[src/rtl/pipe_register.sv]
// Elastic pipeline register: DEPTH valid/ready stages with bubble collapsing,
// synchronous flush and a registered occupancy count.
module pipe_register #(
    parameter int   WIDTH       = 32,
    parameter int   DEPTH       = 2,
    parameter logic RESET_VALUE = 1'b0,
    parameter int   CNT_W       = $clog2(DEPTH + 1)
) (
    input  logic             clk,
    input  logic             rst,
    input  logic             flush,
    input  logic             in_valid,
    output logic             in_ready,
    input  logic [WIDTH-1:0] in_data,
    output logic             out_valid,
    input  logic             out_ready,
    output logic [WIDTH-1:0] out_data,
    output logic [CNT_W-1:0] count
);

    generate
        if (DEPTH < 1) begin : g_depth_check
            $error("pipe_register: DEPTH must be at least 1");
        end
    endgenerate

    logic [DEPTH-1:0] v;
    logic [DEPTH-1:0] rdy;
    logic [DEPTH-1:0] up_valid;
    logic [WIDTH-1:0] d [DEPTH];
    logic [WIDTH-1:0] up_data [DEPTH];
    logic             xfer_in;
    logic             xfer_out;

    // Each stage may advance if it or any stage downstream of it is empty, or
    // the consumer is taking the last item. Written per stage so no bit of
    // rdy feeds another bit of rdy.
    always_comb begin : ready_chain
        logic acc;
        rdy = '0;
        for (int i = 0; i < DEPTH; i++) begin
            acc = out_ready;
            for (int j = i; j < DEPTH; j++) begin
                acc = acc | ~v[j];
            end
            rdy[i] = acc;
        end
    end

    generate
        for (genvar i = 0; i < DEPTH; i++) begin : g_up
            if (i == 0) begin : g_head
                assign up_valid[i] = in_valid;
                assign up_data[i]  = in_data;
            end else begin : g_body
                assign up_valid[i] = v[i-1];
                assign up_data[i]  = d[i-1];
            end
        end
    endgenerate

    always_ff @(posedge clk or posedge rst) begin
        if (rst) begin
            v <= '0;
            for (int i = 0; i < DEPTH; i++) begin
                d[i] <= {WIDTH{RESET_VALUE}};
            end
        end else if (flush) begin
            v <= '0;
        end else begin
            for (int i = 0; i < DEPTH; i++) begin
                if (rdy[i]) begin
                    v[i] <= up_valid[i];
                    if (up_valid[i]) begin
                        d[i] <= up_data[i];
                    end
                end
            end
        end
    end

    assign in_ready  = rdy[0] & ~flush;
    assign out_valid = v[DEPTH-1] & ~flush;
    assign out_data  = d[DEPTH-1];

    assign xfer_in  = in_valid & in_ready;
    assign xfer_out = out_valid & out_ready;

    always_ff @(posedge clk or posedge rst) begin
        if (rst) begin
            count <= '0;
        end else if (flush) begin
            count <= '0;
        end else if (xfer_in && !xfer_out) begin
            count <= count + CNT_W'(1);
        end else if (!xfer_in && xfer_out) begin
            count <= count - CNT_W'(1);
        end
    end

endmodule
[config.mk]
export PLATFORM = sky130hd
export DESIGN_NAME = pipe_register
export DESIGN_NICKNAME = d
export VERILOG_FILES = /design/src/rtl/pipe_register.sv
export SDC_FILE = /design/constraint.sdc
export NUM_CORES = 1
export LEC_CHECK = 0
export BUFFER_PORTS_ARGS = -buffer_cell sky130_fd_sc_hd__buf_2
export CAP_MARGIN = 20
export CORE_UTILIZATION = 55
export CTS_CLUSTER_DIAMETER = 120
export DETAILED_ROUTE_END_ITERATION = 10
export HOLD_SLACK_MARGIN = 0.05
export PLACE_DENSITY = 0.92
export SLEW_MARGIN = 15
export SYNTH_ARGS = -nofsm -noshare
export SYNTH_HDL_FRONTEND = slang
export SYNTH_SLANG_ARGS = --single-unit
[constraint.sdc]
create_clock -name clk -period 5 [get_ports clk]
set_clock_uncertainty 0.15 [all_clocks]
set_input_delay 1.5 -clock clk [delete_from_list [all_inputs] [get_ports clk]]
set_output_delay 1.5 -clock clk [all_outputs]
set_load 0.01 [all_outputs]
==> results of run 1 <==
layout by cell type, fill, tap and decap left out:
| master | instances |
|---|---|
| o211ai_1 | 1 |
| clkinv_2 | 3 |
| and3b_1 | 2 |
| clkinvlp_4 | 2 |
| buf_2 | 72 |
| nor2b_1 | 2 |
| nor3b_1 | 1 |
| o21ai_0 | 1 |
| nor2_1 | 6 |
| clkbuf_8 | 10 |
| inv_6 | 1 |
| nor3b_4 | 1 |
| mux2_1 | 2 |
| nor2b_4 | 1 |
| mux2_2 | 63 |
| a21boi_0 | 1 |
| nand2_2 | 1 |
| nor2b_2 | 1 |
| dfrtp_1 | 68 |
| a31oi_1 | 1 |
| nand3b_1 | 1 |
| buf_4 | 2 |
| inv_2 | 1 |
| nor4bb_1 | 1 |
| a211oi_1 | 1 |
final cells by class:
class	instances	area, sq um	share of cell area
Timing Repair Buffer	74	375.4	0.1160
Multi-Input combinational cell	87	890.9	0.2753
Clock buffer	10	137.6	0.04254
Inverter	1	3.754	0.001160
Sequential cell	68	1702	0.5259
Clock inverter	6	38.79	0.01199
Tap cell	70	87.58	0.02707
flip-flops by register name (all words and copies together) (netlist names):
signal	flops
d	32
out_data	32
count	2
v	2
per-stage QoR:
step / util / setup slack [ns] / hold slack [ns]
after floorplan: - / 1.508 / 0.3085
after global placement: 0.5990 / 1.314 / 0.3183
after detailed placement: 0.5990 / 1.302 / 0.3237
after CTS: 0.6335 / 1.302 / 0.3407
after global routing: 0.6335 / 1.264 / 0.3565
final: 0.6335 / 1.304 / 0.3392
routing by layer:
metal / track usage / routed length, um / vias to the layer above
met5: 0 / 0 / -
met4: 0.07757 / 56 / 0
met3: 0.06961 / 194 / 5
met2: 0.2693 / 2251 / 45
met1: 0.1814 / 1816 / 777
li1: - / - / 731
where the power goes:
part	leakage (nW)	internal [mW]	switching [mW]
logic	0.620	0.160	0.126
clock network	0.0885	0.192	0.202
registers	0.810	0.669	0.0568
total	1.52	1.02	0.385
final timing paths:
check,startpoint,depth (start not counted),slack [ns],to
setup / recovery,out_ready,4,1.30,in_ready
hold / removal,out_data[23],1,0.34,out_data[23]
setup reg to reg,v[1],3,3.08,d[49]
hold reg to reg,out_data[23],1,0.34,out_data[23]
max in group asynchronous,rst,3,2.67,out_data[17]
min in group asynchronous,rst,2,1.15,d[41]
kinds of logic after synthesis:
logic type | count (synthesis) | synth area share
AND/OR/NAND/NOR | 17 | 0.04298
multiplexers | 65 | 0.2514
flip-flops | 68 | 0.5844
AO/OA/AOI/OAI | 5 | 0.01161
buffers and inverters | 40 | 0.1096
==> metrics.yaml, run 1 <==
sta:
  clock.fmax_mhz: 270.6
  slew_violations: 0
  finalCritPeriodShare: 0.7391
  post-route-min-period_ns: 3.696
  relSlewSlack: 0.4765
  hold_violations: 0
  rsz0062_at_grt: "no"
  worstMarginPinSlew_ns: 0.7825
  setup_viol: 0
  fin_setup_tns_ns: 0
logic_synthesis:
  yosysMostFrequentCell: "dfrtp_1"
  syn_area_sq_mm: 0.002912
  syn-num-nets: 232
  synth-edff-count: 0
  syn_area_per_cell_sq_um: 14.93
  netlist_top_cells_area: "dfrtp_1, mux2_2, buf_4"
  postSynthCellCount: 195
  async_reset_ff_frac: 1.000
  ys_seq_elements: 68
  yosysWarnings: 0
  synth_top_area_share: 0.5844
  ys_seq_area_frac: 0.5844
  ys.flop_type: "dfrtp_1"
  synth_top_area_cell: "dfrtp_1"
  yosysUniqueCellTypes: 21
  yosys-top-cells-count: "dfrtp_1, mux2_2, buf_4"
grt:
  grt_remaining_overflow: 0
  grt_pass1_vias: 1493
  antenna_found_initial: 0
  grt_pass1_wl_um: 6472
  grt_max_degree: 39
  grt_use_total: 0.1626
cts:
  post_cts_buffers: 0
  cts_root_buffer: "clkbuf_8"
  cts.sinks: 68
  clk_pin_slew_worst_paths_ns: 0.07
  cts-resized-gates: 0
  clk_path_buf_depth: 2
  cts_tree: "built"
  cts_hold_buf: 0
  cts_buffers: 9
  clk_latency_ns: 0.33
  h-tree-depth: 3
die:
  die_height_um: 74.76
  ios: 73
  die_area_sq_mm: 0.005588
  start_util: 0.5701
  num_rows: 26
  core-area_sq_mm: 0.005107
  die_width_um: 74.76
outcome:
  outcome: "finished clean"
detailed_routing:
  first_iter_violations: 70
  route.antenna.remaining_nets: 0
  firstDrtPassIters: 4
  drt-total-wl_um: 4319
  drc: 0
  via_per_inst: 4.930
  detail_route.wl_per_cell_um: 13.67
  via_count: 1558
place:
  hpwl_um: 2900
  gp_congestion: 0.8483
  dpl.cell_count: 300
  port_buffers: 72
  placed_area_sq_mm: 0.003059
critical_path:
  cp_max_fo: 7
  crit_path_start_kind: "primary input"
  arrival_ns: 2.05
  slowest_stage: "and3b_1"
  crit_top_cell: "buf_2"
  cp_num_buf_inv: 2
  endpoint_kind: "primary output"
  max_stage_delay_ns: 0.20
  path_delay_family: "buffers and inverters"
  crit_type: "in -> out"
  critical_path.cell_chain: "buf_2, and3b_1, nor2_1, buf_2"
  crit_required_ns: 3.35
final_layout:
  final_area_sq_mm: 0.003236
  fill_cells: 410
  syn_to_final_growth_pct: 11.13
  nNetsFinal: 278
  antenna_cells: 0
  final_cells: 316
  drive_gt1_frac: 0.6423
pwr:
  peakVddDrop_mv: 0.2399
  p_leak_nw: 1.519
  p_per_area_mw_per_mm2: 434.8
  power.total_mw: 1.407
worst_hold_path:
  hp-class: "reg -> reg"
flow_run:
  cap_violations: 0
(Power assumes the default switching activity.)
==> run 2: changes to the inputs <==
Settings changed: CORE_UTILIZATION 55 to 47, PLACE_DENSITY 0.92 to 0.85.
Clock period 5 ns to 3.35 ns, I/O delays scaled along.
==> run 2 against run 1 <==
Effect of this change:
- global-route usage decreased by 0.52 points
- utilization down 7.2 points
- die area rose by 17%
- sequential cell count unchanged
- worst hold slack better by 0.0051 ns
- combinational power rose by 51%
- critical path depth unchanged
- worst setup slack lost 0.68 ns
- sequential share of layout area shrank 1.7 points
- cell count up 2.2%
- non-clock buffer count up 2
- largest cell class unchanged
==> metrics.yaml, run 2 (synthesized netlist as in run 1, its figures left out) <==
grt:
  grt_pass1_wl_um: 7445
  grt_remaining_overflow: 0
  antenna_found_initial: 0
  grt_pass1_vias: 1540
  grt_use_total: 0.1574
  grt_max_degree: 39
sta:
  rsz0062_at_grt: "no"
  fin_setup_tns_ns: 0
  holdWs_ns: 0.3444
  clock.fmax_mhz: 367.3
  slew_violations: 0
  setup_viol: 0
  finalCritPeriodShare: 0.8126
  relSlewSlack: 0.5597
  hold_violations: 0
  worstMarginPinSlew_ns: 0.6595
  post-route-min-period_ns: 2.722
die:
  ios: 73
  die_area_sq_mm: 0.006513
  num_rows: 28
  core-area_sq_mm: 0.005956
  die_height_um: 80.71
  die_width_um: 80.71
  start_util: 0.4889
final_layout:
  nNetsFinal: 280
  syn_to_final_growth_pct: 14.78
  layout_commonest_cell: "buf_2"
  final_cell_mix: "buf_2, dfrtp_1, mux2_2"
  final_cells: 323
  fill_cells: 500
  antenna_cells: 0
  final_core_util: 0.5611
  drive_gt1_frac: 0.6411
cts:
  cts_buffers: 9
  cts_tree: "built"
  cts.sinks: 68
  h-tree-depth: 3
  clk_latency_ns: 0.33
  clk_path_buf_depth: 2
  cts_root_buffer: "clkbuf_8"
  cts-resized-gates: 0
  cts_hold_buf: 0
  post_cts_buffers: 0
  clk_pin_slew_worst_paths_ns: 0.07
critical_path:
  worstSetupStartpoint: "out_ready"
  crit_path_start_kind: "primary input"
  critical_path.cell_chain: "buf_2, and3b_1, nor2_1, buf_2"
  max_stage_delay_ns: 0.20
  path_delay_family: "buffers and inverters"
  endpoint_kind: "primary output"
  crit_required_ns: 2.19
  arrival_ns: 1.57
  crit_top_cell: "buf_2"
  r2r_start: "v[1]"
  slowest_stage: "and3b_1"
  cp_max_fo: 7
  cp_num_buf_inv: 2
  crit_type: "in -> out"
pwr:
  p_per_area_mw_per_mm2: 685.0
  peakVddDrop_mv: 0.3300
  p_leak_nw: 1.566
flow_run:
  cap_violations: 0
place:
  port_buffers: 72
  hpwl_um: 3158
  dpl.cell_count: 307
  gp_congestion: 0.6612
detailed_routing:
  drt-total-wl_um: 4517
  firstDrtPassIters: 3
  via_count: 1562
  first_iter_violations: 51
  via_per_inst: 4.836
  detail_route.wl_per_cell_um: 13.98
  route.antenna.remaining_nets: 0
  drc: 0
worst_hold_path:
  hold_path_startpoint: "d[55]"
  hp-class: "reg -> reg"
outcome:
  outcome: "finished clean"
run 2: routing by layer:
metal | track usage | wire length, um | share of wire | vias up
met2 | 0.2441 | 2176 | 0.48 | 47
li1 | - | - | - | 732
met5 | 0 | 0 | 0 | -
met3 | 0.04091 | 203 | 0.045 | 11
met1 | 0.2012 | 2058 | 0.46 | 772
met4 | 0.08571 | 79 | 0.017 | 0
run 2: report_power, final:
group          total [mW]  internal (mW)  switching (mW)
clock               0.771          0.481           0.290
sequential           1.09           1.00          0.0856
combinational       0.433          0.243           0.190
total                2.29           1.72           0.566
run 2: final cells by class:
| type | instances | area, sq um | share of cell area |
|---|---|---|---|
| sequential | 68 | 1702 | 0.5092 |
| multi-input combinational | 87 | 890.9 | 0.2666 |
| timing repair buffer | 76 | 415.4 | 0.1243 |
| clock buffer | 13 | 168.9 | 0.05054 |
| tap | 75 | 93.84 | 0.02808 |
| clock inverter | 3 | 67.56 | 0.02022 |
| inverter | 1 | 3.754 | 0.001123 |
run 2: path summary, 6_finish.rpt:
| path | slack [ns] | cells past startpoint | endpoint |
|---|---|---|---|
| worst min-delay path | 0.34 | 1 | out_data[23] |
| max in group asynchronous | 1.81 | 3 | out_data[20] |
| worst max-delay path | 0.63 | 4 | in_ready |
| min in group asynchronous | 0.62 | 2 | out_data[2] |
| worst min register to register | 0.34 | 1 | out_data[23] |
| worst max register to register | 1.51 | 4 | d[46] |
run 2: metrics by stage:
step | instance area, sq um | power (mW) | setup slack [ns]
5_1_grt | 3342 | 2.416 | 0.5717
4_1_cts | 3342 | 2.328 | 0.6210
6_report | 3342 | 2.289 | 0.6277
2_1_floorplan | 2912 | 1.513 | 0.4835
3_3_place_gp | 3105 | 1.515 | 0.6500
3_5_place_dp | 3105 | 1.545 | 0.6256
run 2: worst register-to-register path, stage by stage, from the launching register on:
cell,delay (ns)
dfrtp_1,0.46
nand3b_1,0.17
nand2_2,0.37
buf_12,0.23
mux2_2,0.35
